$ cat config.mk
export PLATFORM = sky130hd
export DESIGN_NAME = mem_access_unit
export DESIGN_NICKNAME = d
export VERILOG_FILES = /design/src/rtl/mem_access_unit_pkg.sv /design/src/rtl/mem_lane_align.sv /design/src/rtl/mem_access_unit.sv
export SDC_FILE = /design/constraint.sdc
export NUM_CORES = 1
export LEC_CHECK = 0
export BUFFER_PORTS_ARGS = -buffer_cell sky130_fd_sc_hd__buf_2
export CAP_MARGIN = 20
export CORE_MARGIN = 2
export CORE_UTILIZATION = 30
export CTS_BUF_LIST = sky130_fd_sc_hd__clkbuf_8
export DETAILED_ROUTE_END_ITERATION = 10
export GPL_TIMING_DRIVEN = 0
export SLEW_MARGIN = 20
export SYNTH_ARGS = -nofsm -noshare
export SYNTH_HDL_FRONTEND = slang
export SYNTH_SLANG_ARGS = --single-unit
$ cat constraint.sdc
create_clock -name clk -period 1.8 [get_ports clk]
set_input_delay 0.09 -clock clk [delete_from_list [all_inputs] [get_ports clk]]
set_output_delay 0.09 -clock clk [all_outputs]
set_load 0.05 [all_outputs]
$ cat src/rtl/mem_access_unit_pkg.sv
// Shared definitions for the MEM-stage data-memory access controller:
// size/sign codes, FSM state type, byte-strobe patterns and small decode helpers.
package mem_access_unit_pkg;

   // MEM_BMC size/sign codes; 011, 110 and 111 are illegal and behave as word
   localparam logic [2:0] BMC_B  = 3'b000;
   localparam logic [2:0] BMC_H  = 3'b001;
   localparam logic [2:0] BMC_W  = 3'b010;
   localparam logic [2:0] BMC_BU = 3'b100;
   localparam logic [2:0] BMC_HU = 3'b101;

   typedef enum logic [1:0] {
      ST_IDLE = 2'd0,
      ST_REQ  = 2'd1,
      ST_WAIT = 2'd2,
      ST_DONE = 2'd3
   } state_t;

   typedef enum logic [1:0] {
      SZ_BYTE = 2'd0,
      SZ_HALF = 2'd1,
      SZ_WORD = 2'd2
   } size_t;

   // Strobe patterns for a lane-0 access, shifted up by the byte offset
   localparam logic [3:0] STRB_NONE = 4'b0000;
   localparam logic [3:0] STRB_B    = 4'b0001;
   localparam logic [3:0] STRB_H    = 4'b0011;
   localparam logic [3:0] STRB_W    = 4'b1111;

   // Access size implied by a BMC code (illegal codes fall back to word)
   function automatic size_t bmc_size(input logic [2:0] bmc);
      size_t sz;
      case (bmc)
         BMC_B, BMC_BU: sz = SZ_BYTE;
         BMC_H, BMC_HU: sz = SZ_HALF;
         BMC_W:         sz = SZ_WORD;
         default:       sz = SZ_WORD;
      endcase
      return sz;
   endfunction

   // Half on an odd byte, or word off a word boundary
   function automatic logic bmc_misaligned(input logic [2:0] bmc, input logic [1:0] off);
      logic mis;
      case (bmc_size(bmc))
         SZ_BYTE: mis = 1'b0;
         SZ_HALF: mis = off[0];
         default: mis = (off != 2'b00);
      endcase
      return mis;
   endfunction

endpackage

$ cat src/rtl/mem_lane_align.sv
// Combinational byte-lane alignment: replicates store data across lanes and
// builds strobes, and extracts/extends load data from a read word. Offsets are
// truncated (word ignores them, half keeps only bit 1) so out-of-range lanes
// can never be selected. Kept free of state so a store-to-load forwarder can
// reuse it.
module mem_lane_align
   import mem_access_unit_pkg::*;
(
   input  logic [2:0]  i_bmc,
   input  logic [1:0]  i_off,
   input  logic [31:0] i_st_data,
   output logic [31:0] o_wdata,
   output logic [3:0]  o_wstrb,
   input  logic [31:0] i_ld_word,
   output logic [31:0] o_ld_data
);

   size_t       w_size;
   logic [1:0]  w_off;
   logic [7:0]  w_ld_byte;
   logic [15:0] w_ld_half;
   logic        w_signed;

   assign w_size   = bmc_size(i_bmc);
   assign w_signed = ~i_bmc[2];

   // Effective lane offset after size-dependent truncation
   always_comb begin
      w_off = 2'b00;
      case (w_size)
         SZ_BYTE: w_off = i_off;
         SZ_HALF: w_off = {i_off[1], 1'b0};
         default: w_off = 2'b00;
      endcase
   end

   // Each write lane takes the data byte it would hold for a lane-0 access
   // of the same size, which replicates bytes/halves across the word
   genvar gi;
   generate
      for (gi = 0; gi < 4; gi++) begin : g_lane
         assign o_wdata[8*gi +: 8] = (w_size == SZ_BYTE) ? i_st_data[7:0] :
                                     (w_size == SZ_HALF) ? i_st_data[8*(gi%2) +: 8] :
                                                           i_st_data[8*gi +: 8];
      end
   endgenerate

   // Byte strobes for the addressed lanes
   always_comb begin
      o_wstrb = STRB_NONE;
      case (w_size)
         SZ_BYTE: o_wstrb = STRB_B << w_off;
         SZ_HALF: o_wstrb = STRB_H << w_off;
         default: o_wstrb = STRB_W;
      endcase
   end

   assign w_ld_byte = i_ld_word[{w_off, 3'b000} +: 8];
   assign w_ld_half = w_off[1] ? i_ld_word[31:16] : i_ld_word[15:0];

   // Right-justify the addressed bytes and sign- or zero-extend them
   always_comb begin
      o_ld_data = i_ld_word;
      case (w_size)
         SZ_BYTE: o_ld_data = {{24{w_signed & w_ld_byte[7]}}, w_ld_byte};
         SZ_HALF: o_ld_data = {{16{w_signed & w_ld_half[15]}}, w_ld_half};
         default: o_ld_data = i_ld_word;
      endcase
   end

endmodule

$ cat src/rtl/mem_access_unit.sv
// MEM-stage data-memory access controller. Drives a valid/grant memory port
// from the EX/MEM load/store command and stalls the pipeline until the access
// completes, so variable-latency memories are tolerated.
// Optional feature macro: MISALIGN_TRAP_EN -- misaligned half/word accesses
// skip the memory and pulse `misalign` in DONE instead of being truncated.
module mem_access_unit
   import mem_access_unit_pkg::*;
#(
   parameter int AW = 32,
   parameter int DW = 32
)(
   input  logic          clk,
   input  logic          rst,
   input  logic          MEM_MR,
   input  logic          MEM_MW,
   input  logic [2:0]    MEM_BMC,
   input  logic [31:0]   MEM_Fout,
   input  logic [DW-1:0] MEM_Data_Out,
   output logic          dmem_req,
   output logic          dmem_we,
   output logic [AW-1:0] dmem_addr,
   output logic [DW-1:0] dmem_wdata,
   output logic [3:0]    dmem_wstrb,
   input  logic          dmem_gnt,
   input  logic          dmem_rvalid,
   input  logic [DW-1:0] dmem_rdata,
   output logic          stall,
   output logic [DW-1:0] load_data,
   output logic          load_valid,
   output logic          misalign
);

   state_t      r_state;
   state_t      w_state_next;
   logic [31:0] r_load_data;

   logic        w_cmd;
   logic        w_is_store;
   logic        w_is_load;
   logic        w_in_req;
   logic        w_capture;
   logic        w_trap;      // command must be trapped instead of issued
   logic        w_trapped;   // current DONE is the result of a trap
   logic [31:0] w_wdata;
   logic [3:0]  w_wstrb;
   logic [31:0] w_ld_ext;

   // Store takes priority when both command bits are set
   assign w_cmd      = MEM_MR | MEM_MW;
   assign w_is_store = MEM_MW;
   assign w_is_load  = MEM_MR & ~MEM_MW;
   assign w_in_req   = (r_state == ST_REQ);

   mem_lane_align u_align (
      .i_bmc     (MEM_BMC),
      .i_off     (MEM_Fout[1:0]),
      .i_st_data (MEM_Data_Out),
      .o_wdata   (w_wdata),
      .o_wstrb   (w_wstrb),
      .i_ld_word (dmem_rdata),
      .o_ld_data (w_ld_ext)
   );

`ifdef MISALIGN_TRAP_EN
   logic r_misalign;

   assign w_trap    = bmc_misaligned(MEM_BMC, MEM_Fout[1:0]);
   assign w_trapped = r_misalign;
   assign misalign  = (r_state == ST_DONE) & r_misalign;

   // Remember whether the access leaving IDLE was trapped
   always_ff @(posedge clk) begin
      if (rst)
         r_misalign <= 1'b0;
      else if (r_state == ST_IDLE)
         r_misalign <= w_cmd & w_trap;
   end
`else
   assign w_trap    = 1'b0;
   assign w_trapped = 1'b0;
   assign misalign  = 1'b0;
`endif

   // Read data is accepted only in WAIT, or in REQ when it rides on the grant
   assign w_capture = w_is_load & dmem_rvalid &
                      ((w_in_req & dmem_gnt) | (r_state == ST_WAIT));

   // Next-state logic
   always_comb begin
      w_state_next = r_state;
      case (r_state)
         ST_IDLE: begin
            if (w_cmd)
               w_state_next = w_trap ? ST_DONE : ST_REQ;
         end
         ST_REQ: begin
            if (dmem_gnt) begin
               if (w_is_store || w_capture)
                  w_state_next = ST_DONE;
               else
                  w_state_next = ST_WAIT;
            end
         end
         ST_WAIT: begin
            if (w_capture)
               w_state_next = ST_DONE;
         end
         default: w_state_next = ST_IDLE;
      endcase
   end

   // State register and captured load result
   always_ff @(posedge clk) begin
      if (rst) begin
         r_state     <= ST_IDLE;
         r_load_data <= '0;
      end else begin
         r_state <= w_state_next;
         if (w_capture)
            r_load_data <= w_ld_ext;
      end
   end

   // Request outputs come straight from the held inputs, so they stay stable
   // for as long as the request waits for a grant
   assign dmem_req   = w_in_req;
   assign dmem_we    = w_in_req & w_is_store;
   assign dmem_addr  = {MEM_Fout[AW-1:2], 2'b00};
   assign dmem_wdata = w_wdata;
   assign dmem_wstrb = w_in_req ? w_wstrb : STRB_NONE;

   assign stall      = (r_state != ST_DONE) & w_cmd;
   assign load_data  = r_load_data;
   assign load_valid = (r_state == ST_DONE) & w_is_load & ~w_trapped;

endmodule

==> results of run 1 <==
## what timing repair did
action                                  CTS  global route
pin swaps                                 0             1
gates resized for setup                   2            16
endpoints found under the setup margin   26            36
hold endpoints to repair                  0             0
## metrics by stage
stage | setup TNS [ps] | hold WS [ps]
after floorplan | 0 | 261
after global placement | -822 | 389
after detailed placement | -935 | 392
after CTS | 0 | 81.4
after global routing | 0 | 99.1
final | 0 | 82.9
## kinds of logic (layout without fill, tap and decap cells)
group	Yosys count	in the layout	synth area share
and+or+nand+nor	102	102	0.169
AOI/OAI and AO/OA	100	100	0.264
buffers and inverters	72	253	0.174
DFF	34	34	0.243
muxes	29	29	0.127
adders and majority gates	5	5	0.0223
other	1	3	0.00134
## routing by layer
layer | global-route usage | part of all wire | vias to the layer above | routed length, um
met5 | 0 | 0 | - | 0
met4 | 0.0706 | 0.021 | 0 | 212
met3 | 0.0374 | 0.073 | 15 | 721
met2 | 0.336 | 0.52 | 143 | 5130
met1 | 0.204 | 0.39 | 1441 | 3870
li1 | - | - | 1541 | -
## worst register-to-register path: stages (launching register included)
cell and delay (ps):
dfxtp_2 360, inv_1 100, ha_4 200, a21o_4 240, and2_1 150, buf_6 140
buf_4 180, nor2_1 120, a211oi_2 60
## final cells by class
type                    count  area (um2)  area share
clock buffers               6        82.6      0.0206
plain buffers              68         489       0.122
flip-flops and latches     34         686       0.171
clock inverters             2        60.1      0.0150
inverters                   4        15.0     0.00375
multi-input cells         239        1670       0.417
well taps                 111         139      0.0347
repair buffers            173         866       0.216
## where the power goes
group          internal, mW  switching, mW  total [mW]
Combinational         0.566           1.24        1.81
Clock                 0.591          0.292       0.883
Sequential            0.836         0.0571       0.893
Total                  1.99           1.59        3.58
## cells in the final DEF, fill, tap and decap left out, types with 3 or more instances in the layout
| master | synthesis | final |
|---|---|---|
| buf_2 | 4 | 176 |
| buf_4 | 45 | 45 |
| nand2_1 | 41 | 41 |
| nor2_1 | 33 | 33 |
| dfxtp_1 | 34 | 32 |
| a21oi_1 | 24 | 24 |
| mux2_2 | 16 | 16 |
| clkbuf_1 | 11 | 10 |
| mux2i_1 | 10 | 10 |
| o21ai_1 | 0 | 10 |
| a211oi_2 | 10 | 10 |
| a211oi_1 | 9 | 9 |
| buf_6 | 6 | 8 |
| nand2b_1 | 8 | 8 |
| a21boi_0 | 6 | 6 |
| a31oi_1 | 6 | 6 |
| clkbuf_8 | 0 | 6 |
| nor2b_1 | 5 | 5 |
| a311oi_1 | 6 | 5 |
| inv_1 | 4 | 4 |
| o21ai_0 | 14 | 4 |
| a22oi_1 | 4 | 4 |
| a22o_1 | 3 | 3 |
| ha_1 | 5 | 3 |
| conb_1 | 1 | 3 |
## worst min-delay path by stage
stage	cells after the start	slack (ps)	end	from
2_1_floorplan	2	260	load_data[23]	dmem_rdata[23]
3_3_place_gp	3	390	load_data[31]	dmem_rdata[31]
3_5_place_dp	3	390	load_data[31]	dmem_rdata[31]
4_1_cts	3	80	load_data[31]	dmem_rdata[31]
5_1_grt	3	100	load_data[31]	dmem_rdata[31]
6_report	3	80	load_data[31]	dmem_rdata[31]
## state kept, by name (all words and copies together) (netlist names)
register,count
load_data,32
r_state,2
==> impl_metrics.env, run 1 <==
export IMPL_status="complete, no violations"
export IMPL_grt_usage=0.182
export IMPL_crit_family="buffers and inverters"
export IMPL_hpwl_mm=8.10
export IMPL_clkSinkCount=34
export IMPL_r2r_cells=8
export IMPL_nets=635
export IMPL_ys_async_sr_fraction=0
export IMPL_yosys_area_top_type="dfxtp_1"
export IMPL_dp_worst_setup_slack_ps=-171
export IMPL_fin_skew_ps=10.0
export IMPL_critPathMaxFanout=10
export IMPL_reg2reg_slack_ps=120
export IMPL_grt_pass1_wl_mm=14.5
export IMPL_setup_violations=0
export IMPL_synth_top_cell_area_share=0.243
export IMPL_cts_buffers=5
export IMPL_rsz0062_at_grt="no"
export IMPL_max_slew_worst_pin_slew_ps=733
export IMPL_synth_area_mm2=0.00280
export IMPL_synth_edf_count=0
export IMPL_cts_buffer_depth=2
export IMPL_yosysWarnings=0
export IMPL_die_h_um=101
export IMPL_fmax_mhz=596
export IMPL_ys_ff_latch=34
export IMPL_ys_seq_area_frac=0.243
export IMPL_antennaDiodeCount=0
export IMPL_postCtsHoldBufs=0
export IMPL_cp_arrival_ps=1830
export IMPL_r2r_start="r_state[1]"
export IMPL_crit_start="r_state[1]"
export IMPL_viasPerCell=4.93
export IMPL_area_growth_pct=42.9
export IMPL_firstDrtPassIters=4
export IMPL_fin_crit_ps=1680
export IMPL_ir_drop_mv=0.407
export IMPL_cp_endpoint="load_data[29]"
export IMPL_cp_start_kind="register"
export IMPL_max_stage_delay_ps=360
export IMPL_nFillCells=931
export IMPL_clock_latency_ps=300
export IMPL_yosys_top_cells_count="buf_4 (45), nand2_1 (41), dfxtp_1 (34), nor2_1 (33), a21oi_1 (24)"
export IMPL_drc=0
export IMPL_worstSetupPathType="register to register"
export IMPL_synth_area_top_cells="dfxtp_1 (24%), buf_4 (12%), mux2_2 (6.4%), nand2_1 (5.5%), a211oi_2 (4.5%)"
export IMPL_synth_cells=343
export IMPL_avgSynthCellArea_um2=8.17
export IMPL_critPathCaptureType="register"
export IMPL_finalMaxSlewViolations=0
export IMPL_rows=35
export IMPL_critPathBufInv=3
export IMPL_p_total_mw=3.58
export IMPL_ioPinCount=210
export IMPL_hold_viol_final=0
export IMPL_place_area_mm2=0.00382
export IMPL_power_density_mw_per_mm2=894
export IMPL_design_area_mm2=0.00401
export IMPL_post_drt_wl_per_cell_um=15.6
export IMPL_reg2reg_to="load_data[29]"
export IMPL_required_ps=1950
export IMPL_hold_class="input pin to register"
export IMPL_postCtsSetupBuffers=0
export IMPL_place_inst=629
export IMPL_cts_root_buf="clkbuf_8"
export IMPL_timing_final_ws_setup_ps=121
export IMPL_synth_distinct_cells=53
export IMPL_layout_cells_non_filler=637
export IMPL_die_area_mm2=0.0101
export IMPL_relSlewSlack=0.511
export IMPL_tritoncts="built"
export IMPL_yosysMostFrequentCell="buf_4"
export IMPL_initial_core_util=0.306
export IMPL_core_area_mm2=0.00915
export IMPL_routed_wl_mm=9.93
export IMPL_path_depth=8
export IMPL_fin_util=0.438
export IMPL_synthFlopType="dfxtp_1"
export IMPL_period_share=0.933
export IMPL_clkTransAtPathRegs_ps=70
export IMPL_drv_cap=0
export IMPL_antenna_found_initial=0
export IMPL_grt_max_degree=12
export IMPL_portBuffers=173
export IMPL_drt_first_iter_violations=131
export IMPL_critical_path_cell_chain="inv_1 > ha_4 > a21o_4 > and2_1 > buf_6 > buf_4 > nor2_1 > a211oi_2"
export IMPL_p_leak_nw=2.00
export IMPL_die_w_um=101
export IMPL_grt_pass1_vias=2914
export IMPL_slowest_stage="dfxtp_2"
export IMPL_grt_ovfl_total=0
export IMPL_drive_gt1_frac=0.534
export IMPL_postRouteAntennaNets=0
export IMPL_cts_max_level=2
export IMPL_gp_congestion=0.822
export IMPL_vias=3140
(Power assumes the default switching activity.)
==> run 2: changes to the inputs <==
--- a/config.mk
+++ b/config.mk
@@ -5,6 +5,7 @@
 export SDC_FILE = /design/constraint.sdc
 export NUM_CORES = 1
 export LEC_CHECK = 0
+export ABC_AREA = 1
 export BUFFER_PORTS_ARGS = -buffer_cell sky130_fd_sc_hd__buf_2
 export CAP_MARGIN = 20
 export CORE_MARGIN = 2
@@ -12,6 +13,7 @@
 export CTS_BUF_LIST = sky130_fd_sc_hd__clkbuf_8
 export DETAILED_ROUTE_END_ITERATION = 10
 export GPL_TIMING_DRIVEN = 0
+export PLACE_DENSITY = 0.66
 export SLEW_MARGIN = 20
 export SYNTH_ARGS = -nofsm -noshare
 export SYNTH_HDL_FRONTEND = slang
==> constraint.sdc (replaced) <==
create_clock -name clk -period 1.5 [get_ports clk]
set_input_delay 0.075 -clock clk [delete_from_list [all_inputs] [get_ports clk]]
set_output_delay 0.075 -clock clk [all_outputs]
set_load 0.05 [all_outputs]
==> run 2 against run 1 <==
- the flow now finishes with violations (setup timing)
- synthesized cell count grew 22%
- die area shrank 2.0%
- critical endpoint is now load_data[14]
- area after synthesis shrank 2.1%
- worst setup slack lost 120 ps
- flip-flop and latch count is the same
==> impl_metrics.env, run 2 <==
export IMPL_nFillCells=883
export IMPL_place_inst=701
export IMPL_antennaDiodeCount=0
export IMPL_viasPerCell=4.72
export IMPL_status="finished with violations"
export IMPL_finalMaxSlewViolations=0
export IMPL_clkTransAtPathRegs_ps=70
export IMPL_yosys_area_top_type="dfxtp_1"
export IMPL_die_h_um=99.7
export IMPL_max_slew_worst_pin_slew_ps=1040
export IMPL_postRouteAntennaNets=0
export IMPL_rows=34
export IMPL_portBuffers=173
export IMPL_final_cell_mix="buf_2 (173), nand2_1 (116), buf_4 (48)"
export IMPL_crit_family="buffers and inverters"
export IMPL_grt_ovfl_total=0
export IMPL_ioPinCount=210
export IMPL_synth_area_mm2=0.00275
export IMPL_cts_root_buf="clkbuf_8"
export IMPL_core_area_mm2=0.00881
export IMPL_violations="setup timing"
export IMPL_grt_usage=0.193
export IMPL_slowest_stage="dfxtp_4"
export IMPL_synth_edf_count=0
export IMPL_whs_endpoint="load_data[20]"
export IMPL_required_ps=1690
export IMPL_hold_class="input pin to register"
export IMPL_die_w_um=99.7
export IMPL_drive_gt1_frac=0.511
export IMPL_cts_buffers=5
export IMPL_synth_cells=418
export IMPL_vias=3408
export IMPL_yosys_top_cells_count="nand2_1 (117), buf_4 (42), a21oi_1 (41), dfxtp_1 (34), nor2_1 (28)"
export IMPL_crit_top_cell="buf_8"
export IMPL_critPathBufInv=5
export IMPL_clock_latency_ps=290
export IMPL_ir_drop_mv=0.519
export IMPL_nets=723
export IMPL_fin_tns_setup_ps=-3.46
export IMPL_r2r_cells=10
export IMPL_grt_pass1_wl_mm=15.4
export IMPL_r2r_start="r_state[1]"
export IMPL_synth_distinct_cells=30
export IMPL_tritoncts="built"
export IMPL_synth_area_top_cells="dfxtp_1 (25%), nand2_1 (16%), buf_4 (11%), a21oi_1 (7.5%), a21oi_4 (5.9%)"
export IMPL_worst_hold_slack_ps=98.1
export IMPL_grt_max_degree=12
export IMPL_ys_ff_latch=34
export IMPL_avgSynthCellArea_um2=6.57
export IMPL_layout_cells_non_filler=722
export IMPL_yosysMostFrequentCell="nand2_1"
export IMPL_seq_area_um2=688
export IMPL_gp_congestion=0.937
export IMPL_cp_start_kind="register"
export IMPL_power_density_mw_per_mm2=951
export IMPL_hold_viol_final=0
export IMPL_die_area_mm2=0.00994
export IMPL_fin_skew_ps=7.11
export IMPL_min_path_cells=3
export IMPL_drv_cap=0
export IMPL_worstHoldStart="dmem_rdata[20]"
export IMPL_yosysWarnings=0
export IMPL_antenna_found_initial=0
export IMPL_ys_async_sr_fraction=0
export IMPL_clkSinkCount=34
export IMPL_critPathCaptureType="register"
export IMPL_grt_pass1_vias=3102
export IMPL_cts_max_level=2
export IMPL_synthFlopType="dfxtp_1"
export IMPL_fmax_mhz=665
export IMPL_multi_input_area_mm2=0.00173
export IMPL_reg2reg_slack_ps=-3
export IMPL_cts_buffer_depth=2
export IMPL_final_common_cell="buf_2"
export IMPL_relSlewSlack=0.304
export IMPL_timing_final_ws_setup_ps=-2.68
export IMPL_drt_first_iter_violations=151
export IMPL_fin_crit_ps=1500
export IMPL_max_stage_delay_ps=360
export IMPL_synth_top_cell_area_share=0.248
export IMPL_hpwl_mm=8.09
export IMPL_rsz0062_at_grt="yes"
export IMPL_drc=0
export IMPL_routed_wl_mm=10.5
export IMPL_largest_reg_flops=32
export IMPL_critical_path_cell_chain="inv_4 > ha_4 > nand2_4 > a21oi_4 > buf_12 > buf_8 > buf_8 > nand4_1 > nand2_1 > inv_1"
export IMPL_initial_core_util=0.312
export IMPL_period_share=1.00
export IMPL_firstDrtPassIters=5
export IMPL_setup_violations=2
export IMPL_p_leak_nw=2.32
export IMPL_cp_arrival_ps=1690
export IMPL_reg2reg_to="load_data[14]"
export IMPL_worstSetupPathType="register to register"
export IMPL_ys_seq_area_frac=0.248
export IMPL_critPathMaxFanout=6
export IMPL_post_drt_wl_per_cell_um=14.6
export IMPL_area_growth_pct=59.2
export IMPL_postCtsHoldBufs=0
export IMPL_p_total_mw=4.16
run 2: power breakdown:
group          switching [mW]  total, mW  internal (mW)
sequential             0.0755       1.08           1.01
clock                   0.345      0.714          0.369
combinational            1.58       2.36          0.777
run 2: worst max-delay path by stage:
stage                                to  slack (ps)  depth (start not counted)        from
after floorplan           dmem_wstrb[2]         -60                          4  r_state[1]
after global placement    load_data[29]        -180                          7  r_state[0]
after detailed placement  load_data[29]        -230                          7  r_state[0]
after CTS                 load_data[29]          -3                          8  r_state[1]
after global routing      load_data[13]         -70                         10  r_state[1]
final                     load_data[14]          -3                         10  r_state[1]
run 2: worst reg2reg max path, delay by kind of cell, from the launching register on:
| family | cells | cell delay, ps |
|---|---|---|
| buf+inv | 5 | 470 |
| simple gates | 3 | 260 |
| flops | 1 | 360 |
| compound gates | 1 | 160 |
| fa+ha+maj | 1 | 150 |
run 2: per-stage QoR:
step	utilization	setup slack (ps)	area (um2)
after floorplan	-	-56.5	2940
after global placement	0.447	-183	3940
after detailed placement	0.447	-228	3940
after CTS	0.474	-3.13	4180
after global routing	0.496	-69.6	4370
final	0.496	-2.68	4370
run 2: cell type report:
class / instances / area share
Tap cell: 108 / 0.0309
Timing Repair Buffer: 186 / 0.244
Inverter: 33 / 0.0323
Clock inverter: 2 / 0.00286
Multi-Input combinational cell: 290 / 0.396
Buffer: 63 / 0.118
Clock buffer: 6 / 0.0189
Sequential cell: 34 / 0.157
run 2: kinds of logic (layout without fill, tap and decap cells):
| kind of cell | after synthesis | after routing | share of synthesized area |
|---|---|---|---|
| buf+inv | 96 | 290 | 0.207 |
| compound gates | 87 | 87 | 0.204 |
| simple gates | 195 | 195 | 0.317 |
| flops | 34 | 34 | 0.248 |
| other cells | 1 | 3 | 0.00137 |
| fa+ha+maj | 5 | 5 | 0.0228 |
run 2: timing repair:
action	in CTS	in global routing
buffers inserted	4	5
setup endpoints to repair	34	36
cloned	2	2
pin swaps	9	6
resized for setup	31	31
run 2: metal layers:
metal | vias to the layer above | routed length, um | share of wire | global-route usage
met5 | - | 0 | 0 | 0
met4 | 0 | 174 | 0.017 | 0.0537
met3 | 18 | 712 | 0.068 | 0.0436
met2 | 155 | 5050 | 0.48 | 0.319
met1 | 1537 | 4590 | 0.44 | 0.254
li1 | 1698 | - | - | -
